<file path="config.mk">
export PLATFORM = sky130hd
export DESIGN_NAME = unsigned_div_seq
export DESIGN_NICKNAME = d
export VERILOG_FILES = /design/src/rtl/unsigned_div_seq.sv
export SDC_FILE = /design/constraint.sdc
export NUM_CORES = 1
export LEC_CHECK = 0
export ABC_AREA = 1
export BUFFER_PORTS_ARGS = -buffer_cell sky130_fd_sc_hd__buf_2
export CAP_MARGIN = 20
export CORE_MARGIN = 2
export CORE_UTILIZATION = 62
export DETAILED_ROUTE_END_ITERATION = 7
export GPL_TIMING_DRIVEN = 1
export PLACE_DENSITY = 0.93
export SLEW_MARGIN = 25
export SYNTH_ARGS = -nofsm -noshare
export SYNTH_HDL_FRONTEND = slang
export SYNTH_SLANG_ARGS = --single-unit
</file>
<file path="constraint.sdc">
create_clock -name clk -period 5.1 [get_ports clk]
set_input_delay 0.255 -clock clk [delete_from_list [all_inputs] [get_ports clk]]
set_output_delay 0.255 -clock clk [all_outputs]
set_load 0.03 [all_outputs]
</file>
<file path="src/rtl/unsigned_div_seq.sv">
// Iterative restoring divider for unsigned WIDTH-bit operands, one quotient bit per clock,
// behind a start/busy/done handshake. Results are registered and held until the next done.
module unsigned_div_seq #(
  parameter int unsigned WIDTH = 8
) (
  input  logic             clk,
  input  logic             rst_n,
  input  logic             start,
  input  logic [WIDTH-1:0] dividend,
  input  logic [WIDTH-1:0] divisor,
  output logic             busy,
  output logic             done,
  output logic [WIDTH-1:0] quotient,
  output logic [WIDTH-1:0] remainder,
  output logic             div_by_zero
);

  localparam int unsigned CW = (WIDTH > 2) ? $clog2(WIDTH) : 1;

  typedef enum logic [1:0] {
    S_IDLE = 2'd0,
    S_CALC = 2'd1,
    S_ZERO = 2'd2
  } state_t;

  state_t           state, state_next;
  logic [CW-1:0]    cnt, cnt_next;
  logic [WIDTH-1:0] rem_r, rem_next;
  logic [WIDTH-1:0] quo_r, quo_next;
  logic [WIDTH-1:0] den_r, den_next;

  logic             busy_next;
  logic             done_next;
  logic [WIDTH-1:0] quotient_next;
  logic [WIDTH-1:0] remainder_next;
  logic             dbz_next;

  logic [WIDTH:0]   rem_shift;
  logic [WIDTH:0]   rem_diff;
  logic             rem_ge;

  // Partial remainder shifted left by one, pulling in the next dividend bit from quo_r.
  // The remainder stays below the divisor, so WIDTH+1 bits hold the shifted value and the
  // borrow of the trial subtraction is exactly bit WIDTH.
  always_comb begin
    rem_shift = {rem_r, quo_r[WIDTH-1]};
    rem_diff  = rem_shift - {1'b0, den_r};
    rem_ge    = ~rem_diff[WIDTH];
  end

  always_comb begin
    state_next     = state;
    cnt_next       = cnt;
    rem_next       = rem_r;
    quo_next       = quo_r;
    den_next       = den_r;
    busy_next      = busy;
    done_next      = 1'b0;
    quotient_next  = quotient;
    remainder_next = remainder;
    dbz_next       = div_by_zero;

    unique case (state)
      S_IDLE: begin
        if (start) begin
          quo_next   = dividend;
          den_next   = divisor;
          rem_next   = '0;
          cnt_next   = '0;
          busy_next  = 1'b1;
          state_next = (divisor == '0) ? S_ZERO : S_CALC;
        end
      end

      S_CALC: begin
        rem_next = rem_ge ? rem_diff[WIDTH-1:0] : rem_shift[WIDTH-1:0];
        quo_next = {quo_r[WIDTH-2:0], rem_ge};
        cnt_next = cnt + CW'(1);
        if (cnt == CW'(WIDTH - 1)) begin
          state_next     = S_IDLE;
          cnt_next       = '0;
          busy_next      = 1'b0;
          done_next      = 1'b1;
          quotient_next  = quo_next;
          remainder_next = rem_next;
          dbz_next       = 1'b0;
        end
      end

      S_ZERO: begin
        // quo_r still holds the latched dividend here.
        state_next     = S_IDLE;
        busy_next      = 1'b0;
        done_next      = 1'b1;
        quotient_next  = '1;
        remainder_next = quo_r;
        dbz_next       = 1'b1;
      end

      default: begin
        state_next = S_IDLE;
        busy_next  = 1'b0;
      end
    endcase
  end

  always_ff @(posedge clk or negedge rst_n) begin
    if (!rst_n) begin
      state       <= S_IDLE;
      cnt         <= '0;
      rem_r       <= '0;
      quo_r       <= '0;
      den_r       <= '0;
      busy        <= 1'b0;
      done        <= 1'b0;
      quotient    <= '0;
      remainder   <= '0;
      div_by_zero <= 1'b0;
    end else begin
      state       <= state_next;
      cnt         <= cnt_next;
      rem_r       <= rem_next;
      quo_r       <= quo_next;
      den_r       <= den_next;
      busy        <= busy_next;
      done        <= done_next;
      quotient    <= quotient_next;
      remainder   <= remainder_next;
      div_by_zero <= dbz_next;
    end
  end

endmodule

</file>
==> metrics, run 1 <==
status=finished, final reports clean; sequential cell area=approximately 1200 um2; Final Hold Vio Count=0; vias per cell=approximately 5.3; top-count cell post-synth=nand2_1; Hold EP=den_r[2]$_DFFE_PN0P_; routed length on met1=between 2 and 2.5 mm; DR top layer=met4; Place WS=approximately 2.9 ns; Syn-to-layout area delta=11.6%; Total Power=1.98 mW; wire per inst=between 10 and 15 um; P_leak=about 1.8 nW; reg2reg end=remainder[3]$_DFFE_PN0P_; DRT iter0 DRCs=about 170; Critical Path RT=around 5.3 ns; Initial Util=a little under two thirds; post-layout min period=about 2.3 ns; ant diodes=0; flop2flop setup slack=around 2.8 ns; Die Height=between 70 and 80 um; Hold Crit Depth=3; initial antenna violation count=0; Core Footprint=~4300 um2; Final setup viols=0; ANT nets after route=0; Worst setup EP type=flip-flop; placer congestion estimate=just over 0.9; Tot GR Track Use=25.2%; RSZ-0062 raised after global routing=no; DP HPWL=~4.3 mm; vias in the first global route=2,211; Hold Crit Start=divisor[2]; H-tree level count=2; Final period util=around 45%; Yosys Warn Count=0; VDD IR max=roughly 0.3 mV; die area=about 5000 um2; CP Launch Type=flip-flop; cell area after synthesis=about 2700 um2; ratio of cells with drive above 1 in the final layout=about a fifth; io pins=38; area leader, netlist=dfrtp_1; Post-Syn Instances=between 300 and 400; Hold Worst Slack=between 0.15 and 0.2 ns; Synth Register Bits=48; post-synthesis sequential area ratio=a little over two fifths; clock sinks=48; WP data arrival=between 2 and 2.5 ns; largest net degree at the start of global routing=between 40 and 50; global route total overflow=0; Max FO, Critical Path=11; setup_tns=0 ns; top-area cell type share of the netlist area=43.8%; Synth top cells by count=118 x nand2_1, 54 x inv_1, 48 x dfrtp_1, 38 x o21ai_0, 23 x nand3_1; TritonRoute pass-1 iters=4; Post-route DRC=0; routed wl met2=2.87 mm; syn nets=between 300 and 400; fillers=between 300 and 400; Worst Tran Pin Value=roughly 0.58 ns; final worst slack=about 2.8 ns; wirelength, routed=5.76 mm; clock-pin slew on the worst setup and hold paths=0.09 ns; main flop type after synthesis=dfrtp_1; Final Slew Violations=0; Reg2Reg Launch Point=quo_r[7]$_DFFE_PN0P_; pwr dens=647 nW/um2; Core Rows=24; FF-to-FF path depth=12; metal3 WL=338 um; CTS Buffer Depth=2; Nets=420; total of max-cap violations=0; count of different cell masters after synthesis=33; Post-synth EDFFs=0; Slew HR=61.5%; Area contributors post-synth=dfrtp_1 44%, nand2_1 16%, inv_1 7.4%, o21ai_0 6.9%, ha_1 5.9%; die width=slightly above 70 um; fmax=0.439 GHz; port bufs=37; Clock Latency Late Sink=just over 0.3 ns; multi-input logic area=between 1000 and 1500 um2; fraction of registers with async set or reset after synthesis=100%; Avg Inst Size Synth=roughly 7.8 um2; Clk Tree Root Cell=clkbuf_8; CTS tree=yes; routed vias=2,331; total CTS buffers=5; first-pass GRT wire length=just under 10 mm; min-delay worst type=input port to flip-flop; critical path class=flip-flop to flip-flop; Setup Skew=between 0.01 and 0.015 ns
placed cells by master, fill, tap and decap left out, types with 2 or more instances in the layout:
cell      Yosys  layout
inv_2         3       3
clkbuf_8      0       5
ha_1         13      13
or2_2         2       2
o21ai_0      38      38
nand2_1     118     118
nand3b_2      5       5
dfrtp_1      48      48
buf_2         2      36
nor2_2        2       2
nor2_1        6       6
inv_1        54      54
nand3_2       5       5
nand2_2       8       8
nand3_1      23      23
xor2_1        2       2
power breakdown:
| group | internal [mW] | total (mW) | switching, mW |
|---|---|---|---|
| Combinational | 0.363 | 1.09 | 0.730 |
| Sequential | 0.523 | 0.608 | 0.0846 |
| Clock | 0.148 | 0.281 | 0.134 |
logic make-up after synthesis:
kind of cell | after synthesis | share of synthesized area [%]
AOI/OAI and AO/OA | 48 | 10.2
xor gates and xnor gates | 3 | 0.958
adders and majority gates | 14 | 6.66
buffers and inverters | 66 | 10.1
DFF | 48 | 43.8
and+or+nand+nor | 171 | 28.3
sequential cells by signal (all words and copies together), names as in the netlist:
| signal | flops |
|---|---|
| state | 2 |
| rem_r | 8 |
| quo_r | 8 |
| done | 1 |
| remainder | 8 |
| div_by_zero | 1 |
| cnt | 3 |
| den_r | 8 |
| busy | 1 |
| quotient | 8 |
through the flow:
stage / util [%] / instances / area (um2)
after detailed placement: 68.4 / 431 / 2940
after CTS: 71.0 / 439 / 3050
final: 71.3 / 440 / 3060
after global routing: 71.3 / 440 / 3060
after floorplan: - / 350 / 2740
after global placement: 68.4 / 431 / 2940
how the worst max path moves through the flow:
stage | from | to | cells after the start
2_1_floorplan | quo_r[7]$_DFFE_PN0P_ | rem_r[2]$_DFFE_PN0P_ | 13
5_1_grt | quo_r[7]$_DFFE_PN0P_ | rem_r[2]$_DFFE_PN0P_ | 12
3_5_place_dp | quo_r[7]$_DFFE_PN0P_ | rem_r[2]$_DFFE_PN0P_ | 12
3_3_place_gp | quo_r[7]$_DFFE_PN0P_ | remainder[6]$_DFFE_PN0P_ | 12
4_1_cts | quo_r[7]$_DFFE_PN0P_ | remainder[3]$_DFFE_PN0P_ | 12
6_report | quo_r[7]$_DFFE_PN0P_ | remainder[3]$_DFFE_PN0P_ | 12
metal layers:
| layer | GRT usage (%) | vias up |
|---|---|---|
| li1 | - | 1167 |
| met1 | 33.7 | 1071 |
| met2 | 41.8 | 83 |
| met3 | 3.75 | 10 |
| met4 | 9.40 | 0 |
| met5 | 0 | - |
what timing repair did:
item | 4_1_cts | 5_1_grt
setup buffers | 0 | 0
gates resized for setup | 0 | 0
hold endpoints to repair | 0 | 39
hold buffers | 0 | 1
cell type report:
type / instances / share of cell area [%]
clock buffers: 5 / 2.25
clock inverters: 3 / 1.51
inverters: 58 / 7.11
multi-input cells: 236 / 41.3
flip-flops and latches: 48 / 39.2
well taps: 52 / 2.12
repair buffers: 38 / 6.45
critical path, stage by stage (launching register included):
cell,delay [ns]
dfrtp_1,0.37
inv_1,0.12
ha_1,0.16
inv_1,0.05
fa_1,0.39
nand2_1,0.07
nand2_1,0.09
nand3_2,0.12
nand3_2,0.28
nand2_2,0.26
nand2_1,0.10
nand3_1,0.09
nand2_1,0.06
Power figures use the tool's default switching activity.
==> run 2, diff against run 1 <==
CORE_UTILIZATION = 57   (was 62)
PLACE_DENSITY = 0.87   (was 0.93)
clock period = 2.3 ns   (was 5.1 ns; I/O delays follow)
==> run 2 against run 1 <==
  * Worst setup slack worse by 2.6 ns
  * Sequential cell count unchanged
  * Global-route usage down 0.19 points
  * Register-to-register slack lost 2.6 ns
  * Final area up 2.6%
  * Fmax is 7.7% higher
  * Critical endpoint is now rem_r[7]$_DFFE_PN0P_
==> metrics, run 2 (same netlist as run 1, synthesis figures left out) <==
WP data arrival=2.31 ns (-0.17 ns); total of max-cap violations=0 (unchanged); P_leak=1.81 nW (+2.6%); vias in the first global route=2,310 (+4.5%); min-delay worst type=input port to flip-flop; post-layout min period=2.11 ns (-0.163 ns); die width=73.4 um (+4.0%); critical path class=flip-flop to flip-flop; multi-input logic area=1280 um2 (+0.99%); Setup Skew=0.0110 ns (-0.000960 ns); CP Launch Type=flip-flop; total CTS buffers=5 (unchanged); Critical Path Slowest Stage Cell=fa_1; Slew HR=53.0% (-8.5 points); Critical Path RT=2.50 ns (-2.80 ns); wire per inst=13.4 um (+2.8%); placer congestion estimate=0.880 (-5.6%); status=finished, final reports clean; TritonRoute pass-1 iters=4 (unchanged); first-pass GRT wire length=10.4 mm (+4.8%); ratio of cells with drive above 1 in the final layout=21.0% (+1.9 points); Clk Tree Root Cell=clkbuf_8; fillers=373 (+16%); port bufs=37 (unchanged); Tot GR Track Use=25.0% (-0.19 points); routed vias=2,404 (+3.1%); clock-pin slew on the worst setup and hold paths=0.08 ns (about the same); Final Core Density=67.0% (-4.4 points); Post-route DRC=0 (unchanged); CP most frequent cell=nand2_1; clock sinks=48 (unchanged); setup_tns=0 ns (unchanged); initial antenna violation count=0 (unchanged); placed insts=439 (+1.9%); Final setup viols=0 (unchanged); wirelength, routed=6.05 mm (+5.1%); Die Height=73.4 um (+4.0%); Core Footprint=4690 um2 (+9.3%); largest net degree at the start of global routing=33 (-33%); sequential cell area=1200 um2 (unchanged); crit path cell chain=inv_2, ha_1, inv_1, fa_1, nand2_1, nand2_1, nand3_2, nand2_2, nand2_4, nand2_2, nand2_1, nand2_2, nand2_1, nand2_1; most frequent cells in the layout=118 x nand2_1, 53 x inv_1, 48 x dfrtp_1, 38 x o21ai_0, 37 x buf_2; Nets=428 (+1.9%); RSZ-0062 raised after global routing=no; CTS Buffer Depth=2 (unchanged); Worst Tran Pin Value=0.706 ns (+0.128 ns); Initial Util=58.5% (-5.4 points); Core Rows=25 (+4.2%); DP HPWL=4.56 mm (+6.1%); DRT iter0 DRCs=179 (+4.1%); CP max stage delay=0.40 ns (about the same); Final period util=91.9% (+47 points); global route total overflow=0 (unchanged); die area=5380 um2 (+8.3%); VDD IR max=0.819 mV (+180%); most common cell after layout, fill and taps aside=nand2_1; vias per cell=5.34 (+0.84%); io pins=38 (unchanged); ant diodes=0 (unchanged); Finished Layout Cells=450 (+2.3%); ANT nets after route=0 (unchanged); Syn-to-layout area delta=14.5%; Clock Latency Late Sink=0.31 ns (about the same); fmax=0.473 GHz (+7.7%); Final Slew Violations=0 (unchanged); H-tree level count=2 (unchanged); Worst setup EP type=flip-flop; pwr dens=1450 nW/um2 (+120%); Final Hold Vio Count=0 (unchanged); Max FO, Critical Path=8 (-3); CTS tree=yes
==> run 2: power breakdown <==
part | internal [mW] | total [mW] | leakage [nW] | switching (mW)
Clock | 0.356 | 0.642 | 0.0614 | 0.286
Sequential | 1.16 | 1.36 | 0.631 | 0.195
Combinational | 0.893 | 2.57 | 1.12 | 1.68
Total | 2.41 | 4.57 | 1.81 | 2.16
==> run 2: cell type report <==
| type | instances | share of cell area (%) |
|---|---|---|
| Clock inverter | 2 | 1.23 |
| Inverter | 58 | 6.93 |
| Multi-Input combinational cell | 236 | 40.7 |
| Clock buffer | 6 | 2.63 |
| Sequential cell | 48 | 38.2 |
| Timing Repair Buffer | 46 | 8.12 |
| Tap cell | 54 | 2.15 |
==> run 2: path summary, 6_finish.rpt <==
check	startpoint	endpoint	slack [ns]	cells past startpoint
setup / recovery	quo_r[7]$_DFFE_PN0P_	rem_r[7]$_DFFE_PN0P_	0.19	14
hold / removal	divisor[2]	den_r[2]$_DFFE_PN0P_	0.03	3
setup reg to reg	quo_r[7]$_DFFE_PN0P_	rem_r[7]$_DFFE_PN0P_	0.19	14
hold reg to reg	quotient[5]$_DFFE_PN0P_	quotient[5]$_DFFE_PN0P_	0.48	2
max in group asynchronous	rst_n	rem_r[2]$_DFFE_PN0P_	1.30	3
min in group asynchronous	rst_n	quotient[4]$_DFFE_PN0P_	0.39	2
==> run 2: layer usage <==
metal	global-route usage [%]	up-vias	wire, um
met2	40.1	83	3000
met5	0	-	0
li1	-	1186	-
met4	8.08	0	130
met3	4.80	15	287
met1	34.3	1120	2630
==> run 2: worst max-delay path, delay by kind of cell, from the launching register on <==
family                   cells  cell delay (ns)
AND/OR/NAND/NOR             10             0.89
adder cells (fa/ha/maj)      2             0.56
flip-flops                   1             0.39
buffers and inverters        2             0.16
==> run 2: per-stage QoR <==
stage	setup slack (ns)	hold WS, ns	power [mW]	area (um2)
6_report	0.185	0.0344	4.57	3140
5_1_grt	0.0487	0.0526	4.94	3140
4_1_cts	0.0517	0.0249	4.48	3110
3_5_place_dp	0.0888	0.208	3.81	2980
3_3_place_gp	0.256	0.195	3.69	2980
2_1_floorplan	0.451	-0.181	3.25	2740
==> run 2: repair_timing <==
action,CTS,global route
buffers inserted,0,2
endpoints found under the setup margin,0,18
resized for setup,0,3
hold buffers,1,0
endpoints found under the hold margin,30,0
